`config.mk`:
```
export PLATFORM = sky130hd
export DESIGN_NAME = exc_commit_ctrl
export DESIGN_NICKNAME = d
export VERILOG_FILES = /design/src/rtl/exc_commit_ctrl.sv
export SDC_FILE = /design/constraint.sdc
export NUM_CORES = 1
export LEC_CHECK = 0
export ABC_AREA = 1
export BUFFER_PORTS_ARGS = -buffer_cell sky130_fd_sc_hd__buf_2
export CAP_MARGIN = 10
export CORE_UTILIZATION = 25
export CTS_CLUSTER_DIAMETER = 80
export DETAILED_ROUTE_END_ITERATION = 16
export PLACE_DENSITY_LB_ADDON = 0.3
export SYNTH_ARGS = -nofsm -noshare
export SYNTH_HDL_FRONTEND = slang
export SYNTH_SLANG_ARGS = --single-unit
```
`constraint.sdc`:
```
create_clock -name clk -period 1.9 [get_ports clk]
set_clock_uncertainty 0.2 [all_clocks]
set_input_delay 0.285 -clock clk [delete_from_list [all_inputs] [get_ports clk]]
set_output_delay 0.285 -clock clk [all_outputs]
set_load 0.005 [all_outputs]
```
`src/rtl/exc_commit_ctrl.sv`:
```
// Commit-point trap sequencer: arbitrates interrupt / exception / ERTN at WB and sequences flush, redirect and CSR writes.
// Optional event counters are enabled with the EXC_COMMIT_STAT_EN macro.
module exc_commit_ctrl #(
  parameter int unsigned FLUSH_CYCLES = 32'd2,
  parameter logic [5:0]  ECODE_INT    = 6'd0
) (
  input  logic        clk,
  input  logic        rst_n,
  input  logic        wb_valid,
  input  logic [31:0] wb_pc,
  input  logic        wb_excp,
  input  logic [5:0]  wb_ecode,
  input  logic [8:0]  wb_esubcode,
  input  logic        wb_badv_valid,
  input  logic [31:0] wb_badv,
  input  logic        wb_ertn,
  input  logic        int_req,
  input  logic [31:0] csr_eentry,
  input  logic [31:0] csr_era,
  output logic        flush,
  output logic        redirect_valid,
  output logic [31:0] redirect_pc,
  output logic        csr_ex_we,
  output logic [31:0] csr_era_wdata,
  output logic [5:0]  csr_ecode,
  output logic [8:0]  csr_esubcode,
  output logic        csr_badv_we,
  output logic [31:0] csr_badv,
  output logic        csr_ertn_we,
  output logic        ertn,
  output logic        in_exception
`ifdef EXC_COMMIT_STAT_EN
  ,
  output logic [31:0] stat_int_cnt,
  output logic [31:0] stat_exc_cnt
`endif
);

  typedef enum logic [1:0] {
    ST_IDLE   = 2'd0,
    ST_COMMIT = 2'd1,
    ST_DRAIN  = 2'd2
  } state_e;

  typedef enum logic [1:0] {
    EV_NONE = 2'd0,
    EV_INT  = 2'd1,
    EV_EXC  = 2'd2,
    EV_ERTN = 2'd3
  } evt_e;

  // DRAIN covers the FLUSH_CYCLES-1 cycles after COMMIT; the counter holds the cycles left after the current one.
  localparam logic       HAS_DRAIN  = (FLUSH_CYCLES > 32'd1);
  localparam logic [3:0] DRAIN_LOAD = HAS_DRAIN ? 4'(FLUSH_CYCLES - 32'd2) : 4'd0;

  state_e      state_r;
  state_e      state_s;
  logic [3:0]  drain_cnt_r;
  logic [3:0]  drain_cnt_s;
  evt_e        evt_s;

  logic        flush_s;
  logic        redirect_valid_s;
  logic [31:0] redirect_pc_s;
  logic        csr_ex_we_s;
  logic [31:0] csr_era_wdata_s;
  logic [5:0]  csr_ecode_s;
  logic [8:0]  csr_esubcode_s;
  logic        csr_badv_we_s;
  logic [31:0] csr_badv_s;
  logic        csr_ertn_we_s;
  logic        ertn_s;
  logic        in_exception_s;

  // Event arbitration: only an idle sequencer with a valid WB instruction samples events.
  always_comb begin
    evt_s = EV_NONE;
    if ((state_r == ST_IDLE) && wb_valid) begin
      if (int_req) begin
        evt_s = EV_INT;
      end else if (wb_excp) begin
        evt_s = EV_EXC;
      end else if (wb_ertn) begin
        evt_s = EV_ERTN;
      end else begin
        evt_s = EV_NONE;
      end
    end else begin
      evt_s = EV_NONE;
    end
  end

  // State and drain counter registers.
  always_ff @(posedge clk or negedge rst_n) begin
    if (!rst_n) begin
      state_r     <= ST_IDLE;
      drain_cnt_r <= 4'd0;
    end else begin
      state_r     <= state_s;
      drain_cnt_r <= drain_cnt_s;
    end
  end

  // Next-state logic; the drain counter only counts down and stops at zero.
  always_comb begin
    state_s     = state_r;
    drain_cnt_s = drain_cnt_r;
    case (state_r)
      ST_IDLE: begin
        drain_cnt_s = 4'd0;
        if (evt_s != EV_NONE) begin
          state_s = ST_COMMIT;
        end else begin
          state_s = ST_IDLE;
        end
      end
      ST_COMMIT: begin
        if (HAS_DRAIN) begin
          state_s     = ST_DRAIN;
          drain_cnt_s = DRAIN_LOAD;
        end else begin
          state_s     = ST_IDLE;
          drain_cnt_s = 4'd0;
        end
      end
      ST_DRAIN: begin
        if (drain_cnt_r == 4'd0) begin
          state_s     = ST_IDLE;
          drain_cnt_s = 4'd0;
        end else begin
          state_s     = ST_DRAIN;
          drain_cnt_s = drain_cnt_r - 4'd1;
        end
      end
      default: begin
        state_s     = ST_IDLE;
        drain_cnt_s = 4'd0;
      end
    endcase
  end

  // Output next values: operands are taken on the sampling edge so later CSR changes cannot leak in.
  always_comb begin
    flush_s          = (state_s != ST_IDLE);
    redirect_valid_s = 1'b0;
    redirect_pc_s    = 32'd0;
    csr_ex_we_s      = 1'b0;
    csr_era_wdata_s  = 32'd0;
    csr_ecode_s      = 6'd0;
    csr_esubcode_s   = 9'd0;
    csr_badv_we_s    = 1'b0;
    csr_badv_s       = 32'd0;
    csr_ertn_we_s    = 1'b0;
    ertn_s           = 1'b0;
    in_exception_s   = in_exception;
    case (evt_s)
      EV_INT: begin
        redirect_valid_s = 1'b1;
        redirect_pc_s    = csr_eentry;
        csr_ex_we_s      = 1'b1;
        csr_era_wdata_s  = wb_pc;
        csr_ecode_s      = ECODE_INT;
        csr_esubcode_s   = 9'd0;
        in_exception_s   = 1'b1;
      end
      EV_EXC: begin
        redirect_valid_s = 1'b1;
        redirect_pc_s    = csr_eentry;
        csr_ex_we_s      = 1'b1;
        csr_era_wdata_s  = wb_pc;
        csr_ecode_s      = wb_ecode;
        csr_esubcode_s   = wb_esubcode;
        csr_badv_we_s    = wb_badv_valid;
        csr_badv_s       = wb_badv;
        in_exception_s   = 1'b1;
      end
      EV_ERTN: begin
        redirect_valid_s = 1'b1;
        redirect_pc_s    = csr_era;
        csr_ertn_we_s    = 1'b1;
        ertn_s           = 1'b1;
        in_exception_s   = 1'b0;
      end
      EV_NONE: begin
        in_exception_s = in_exception;
      end
      default: begin
        in_exception_s = in_exception;
      end
    endcase
  end

  // Output registers.
  always_ff @(posedge clk or negedge rst_n) begin
    if (!rst_n) begin
      flush          <= 1'b0;
      redirect_valid <= 1'b0;
      redirect_pc    <= 32'd0;
      csr_ex_we      <= 1'b0;
      csr_era_wdata  <= 32'd0;
      csr_ecode      <= 6'd0;
      csr_esubcode   <= 9'd0;
      csr_badv_we    <= 1'b0;
      csr_badv       <= 32'd0;
      csr_ertn_we    <= 1'b0;
      ertn           <= 1'b0;
      in_exception   <= 1'b0;
    end else begin
      flush          <= flush_s;
      redirect_valid <= redirect_valid_s;
      redirect_pc    <= redirect_pc_s;
      csr_ex_we      <= csr_ex_we_s;
      csr_era_wdata  <= csr_era_wdata_s;
      csr_ecode      <= csr_ecode_s;
      csr_esubcode   <= csr_esubcode_s;
      csr_badv_we    <= csr_badv_we_s;
      csr_badv       <= csr_badv_s;
      csr_ertn_we    <= csr_ertn_we_s;
      ertn           <= ertn_s;
      in_exception   <= in_exception_s;
    end
  end

`ifdef EXC_COMMIT_STAT_EN
  evt_e evt_r;

  // Remember which event is committing so the counters step in the COMMIT cycle.
  always_ff @(posedge clk or negedge rst_n) begin
    if (!rst_n) begin
      evt_r <= EV_NONE;
    end else begin
      evt_r <= evt_s;
    end
  end

  // Free-running wrap-around event counters.
  always_ff @(posedge clk or negedge rst_n) begin
    if (!rst_n) begin
      stat_int_cnt <= 32'd0;
      stat_exc_cnt <= 32'd0;
    end else if (state_r == ST_COMMIT) begin
      if (evt_r == EV_INT) begin
        stat_int_cnt <= stat_int_cnt + 32'd1;
      end else if (evt_r == EV_EXC) begin
        stat_exc_cnt <= stat_exc_cnt + 32'd1;
      end else begin
        stat_int_cnt <= stat_int_cnt;
      end
    end else begin
      stat_int_cnt <= stat_int_cnt;
    end
  end
`endif

endmodule

```
# [Yosys cells after proc, flatten, opt, wreduce, memory -nomap -nowiden]
# Cells that the tools add are included.
[word_totals] register_bits=123 latch_bits=0 inputBits=150 mem_count=0 output_inout_bits=118 ram_bits=0 mem_bits_ro=0
[op_classes] n_addsub=1 shifts=0 magnitude_cmp=0 n_reduce_logical=8 multipliers=0 n_eq_ne=5 n_div=0 n_bitwise=0 mux=19
[op_table] cell="two-way mux 32 bit" n=2
[op_table] cell="case mux 32 bit (2 select lines)" n=1
[op_table] cell="two-way mux 2 bit" n=5
[op_table] cell="two-way mux 9 bit" n=1
[op_table] cell="two-way mux 4 bit" n=2
[op_table] cell="== test 2 bit (second input constant)" n=3
[op_table] cell="two-way mux 6 bit" n=1
[op_table] cell="case mux 2 bit (3 select lines)" n=1
[op_table] cell="two-way mux 1 bit" n=5
[op_table] cell="== test 2 x 1 -> 1 bit (second input constant)" n=2
[op_table] cell="zero test 2 bit" n=2
[op_table] cell="zero test 4 bit" n=1
[op_table] cell="nonzero test 2 bit" n=2
[op_table] cell="subtractor 4 x 1 -> 4 bit (second input constant)" n=1
[op_table] cell="OR reduction 3 bit" n=1
[op_table] cell="case mux 1 bit (2 select lines)" n=1
[op_table] cell="OR reduction 2 bit" n=1
[op_table] cell="logical AND 1 bit" n=1

# [Logic depth before layout (Yosys ltp)]
[depth] depth_word=8 depth_mapped=9

# [Worst setup path after synthesis]
# No wires, ideal clock.
[synth_timing] kind="register to register" start="reg state_r[0]" end="reg redirect_pc[10]" slack_ns=0.098 setup_time_ns=0.123 stages_incl_launch_ff=10 synth_period_minus_slack_ns=1.802 n_path_buf=2 t_arrival_ns=1.479 path_cell_list="dfrtp_1 inv_1 nand3_1 nor2_1 inv_1 ha_1 buf_6 buf_6 nand2_1 a21oi_1"
[synth_via] elab_chain_len=6 elab_cells_between_ends=8 cone_classes="eq/ne (3); mux (2); reduce/logical (3)"
[synth_rtl] element="start, declared" line_no="56" rtl="state_e state_r;"
[synth_rtl] element="start signal, assigned" line_no="99" rtl="state_r <= state_s;"
[synth_rtl] element="zero test 2 bit *" line_no="78" rtl="if ((state_r == ST_IDLE) && wb_valid) begin"
[synth_rtl] element="logical AND 1 bit *" line_no="78"
[synth_rtl] element="two-way mux 2 bit *" line_no="78"
[synth_rtl] element="== test 2 bit or == test 2 x 1 -> 1 bit (tied branches)" line_no="156" rtl="case (evt_s)"
[synth_rtl] element="OR reduction 2 bit (no source line)"
[synth_rtl] element="case mux 32 bit (2 select lines) *" line_no="156"
[synth_rtl] element="via redirect_pc_s[10]" line_no="64" rtl="logic [31:0] redirect_pc_s;"
[synth_rtl] element="end signal, assigned" line_no="211" rtl="redirect_pc <= redirect_pc_s;"
[synth_rtl] element="end, declared" line_no="22" rtl="output logic [31:0] redirect_pc,"
# Mark *: on every way through the listed nets, which the timed path passes. The rest lies on a longest branch.
# A chain may end at the register's enable or synchronous reset.

# [Final worst setup path]
[layout_timing] start="reg state_r[1]" end="reg redirect_pc[19]"
# The elaborated chain is that of the path after synthesis.

==> out/qor.yml <==
mostFrequentLayoutCell: "sky130_fd_sc_hd__buf_2"
arrival_ns: 1.94
grt_start_max_net_pins: 49
yosys_register_bits: 123
share_clk_of_total_power_pct: 37.1
power_per_cell_area_nw_per_um2: 1020
drtIter0Drc: 147
tritoncts: "yes"
num-fill-cells: 1578
global_route.overflow_total: 0
synthesis.instances: 437
run_status: "finished clean"
critical_path_required_ns: 2.02
timing.final.crit_share_pct: 95.5
power.share.combinational_pct: 26.8
critical_path_class: "register to register"
antenna_found_initial: 1
min_from: "int_req"
hold_path_class: "input pin to register"
finalWeightedCongestion: 0.730
max-clock-path-buffers: 2
drv_slew: 0
synth.yosys.seq_area_share_pct: 68.6
worst_reg_to_reg_path_cell_count: 8
cts.clk_slew.worst_paths_ns: 0.06
synth_area_per_cell_um2: 10.3
power_frac_seq_pct: 36.1
r2r_start: "state_r[1]"
drt-pass1-iter-count: 4
pin_count: 268
die_h_um: 136
groute.usage.overall_pct: 15.6
max-vdd-ir-drop_mv: 0.585
start_kind: "register"
worstHoldPathCells: 5
intPower_mw: 6.12
dpl.hpwl_um: 8690
layout_common_cells: "sky130_fd_sc_hd__buf_2, sky130_fd_sc_hd__dlygate4sd3_1, sky130_fd_sc_hd__nand2_1"
final.min_clock_period_ns: 1.81
dr_wl_cell_um: 13.1
mapped_nets: 593
timing.max_cap.violations: 0
placement_rows: 48
final_nets: 1027
via_count: 4355
timing_worst_slew_pin_value_ns: 0.448
portBuffers: 267
route.antenna.remaining_nets: 0
synthDistinctLibCells: 17
post_dp_cell_area_um2: 6150
cts_made_buffers: 17
synthesis.yosys.warnings: 0
leakage_nw: 5.02
critical_path.startpoint: "state_r[1]"
p_sw_mw: 2.46
design.die.area_um2: 18500
whs_ns: 0.159
achievable-frequency_mhz: 551
report.final.setup_viol: 0
root_buffer_selected_by_cts: "sky130_fd_sc_hd__clkbuf_16"
syn_area_um2: 4480
chipWidth_um: 136
number_of_h_tree_levels: 4
synthToLayoutAreaGrowth_pct: 87.9
worstPathMaxFanout: 7
timing_hold_violations_final: 0
antenna-diode-count: 0
clock_latency_ns: 0.41
coreArea_um2: 17400
worst_slew_margin_rel_pct: 70.1
setup.worst_path.end_class: "register"
cts_sinks: 123
power_switching_share_pct: 28.7
final_layout_size_suffix_gt1_share_pct: 39.9
design_area_um2: 8430
route.detailed.drc: 0
wire_length_of_the_first_global_routing_pass_um: 21800
avgViaCountPerCell: 3.93
detail_route.wirelength_um: 14500
via_count_of_the_first_global_routing_pass: 4392
start_util_pct: 25.7
rsz0062_at_grt: "true"
==> sequential cells by signal, indices dropped and copies added, names as in the netlist <==
signal,flops
csr_ecode,6
ertn,1
redirect_valid,1
redirect_pc,32
csr_ex_we,1
csr_esubcode,9
csr_badv,32
csr_era_wdata,32
state_r,2
flush,1
in_exception,1
drain_cnt_r,4
csr_badv_we,1
==> timing repair <==
item / in CTS / in global routing
pin swaps: 0 / 5
gates cloned: 1 / 5
hold buffers: 145 / 0
buffers inserted: 0 / 3
gates resized for setup: 2 / 15
setup endpoints to repair: 26 / 63
endpoints found under the hold margin: 186 / 0
==> synthesized netlist by cell type <==
library cell,instances,share of area (%)
sky130_fd_sc_hd__nand3_1,3,0.33
sky130_fd_sc_hd__dfrtp_1,123,69
sky130_fd_sc_hd__nor3_2,2,0.45
sky130_fd_sc_hd__buf_4,5,0.84
sky130_fd_sc_hd__buf_2,11,1.2
sky130_fd_sc_hd__nand3b_1,1,0.17
sky130_fd_sc_hd__nor2_1,9,0.75
sky130_fd_sc_hd__o21ai_0,1,0.11
sky130_fd_sc_hd__a21oi_2,7,1.4
sky130_fd_sc_hd__inv_2,1,0.084
sky130_fd_sc_hd__nand2_2,7,0.98
sky130_fd_sc_hd__inv_1,87,7.3
sky130_fd_sc_hd__xnor2_1,1,0.20
sky130_fd_sc_hd__ha_1,6,1.7
sky130_fd_sc_hd__a21oi_1,27,3.0
sky130_fd_sc_hd__nand2_1,142,12
sky130_fd_sc_hd__buf_6,4,1.0
==> stage by stage <==
stage	util (%)	setup TNS (ns)	setup slack, ns	total power [mW]	cells
after floorplan	-	0	0.0984	3.98	437
after global placement	35.3	0	0.0300	4.78	923
after detailed placement	35.3	-1.42	-0.0901	4.80	923
after CTS	47.3	0	0.00382	8.41	1101
after global routing	48.4	-0.205	-0.0371	9.08	1109
final	48.4	0	0.0856	8.59	1109
==> critical path, cell delays in order (launching register included) <==
cell and delay (ns):
sky130_fd_sc_hd__dfrtp_1 0.40, sky130_fd_sc_hd__inv_2 0.07, sky130_fd_sc_hd__nand3_2 0.08, sky130_fd_sc_hd__nor3_2 0.14, sky130_fd_sc_hd__inv_1 0.10, sky130_fd_sc_hd__ha_4 0.36
sky130_fd_sc_hd__clkbuf_16 0.18, sky130_fd_sc_hd__nand2_1 0.05, sky130_fd_sc_hd__a21oi_1 0.16
==> cell type report <==
class	count	area [um2]	area share, %
inverter	88	330	3.92
tap	225	282	3.34
multi-input combinational	206	1000	11.9
timing repair buffer	435	3150	37.4
clock buffer	18	439	5.21
clock inverter	14	145	1.72
sequential	123	3080	36.5
==> routing by layer <==
layer,share of wire [%],track usage [%],vias up
li1,-,-,2138
met2,51,27.4,165
met4,2.2,6.67,0
met3,6.2,4.55,21
met5,0,0,-
met1,41,17.5,2031
==> final timing paths <==
kind,end,slack (ns)
worst max register to register,redirect_pc[19],0.09
max in group asynchronous,csr_badv[8],0.73
worst max-delay path,redirect_pc[19],0.09
worst min register to register,drain_cnt_r[0],0.22
worst min-delay path,state_r[0],0.16
min in group asynchronous,csr_esubcode[7],0.17
==> cells by family after synthesis <==
family / synth area share, %
AO/OA/AOI/OAI: 4.49
flip-flops: 68.6
XOR/XNOR: 0.195
AND/OR/NAND/NOR: 14.6
buffers and inverters: 10.4
adder cells (fa/ha/maj): 1.67
==> power groups by stage <==
stage / sequential (mW) / combinational (mW) / clock (mW)
after CTS: 3.10 / 2.02 / 3.29
after global placement: 3.14 / 1.64 / 0
after detailed placement: 3.14 / 1.66 / 0
after floorplan: 3.21 / 0.764 / 0
after global routing: 3.14 / 2.55 / 3.39
final: 3.10 / 2.30 / 3.18
Power figures use the tool's default switching activity.
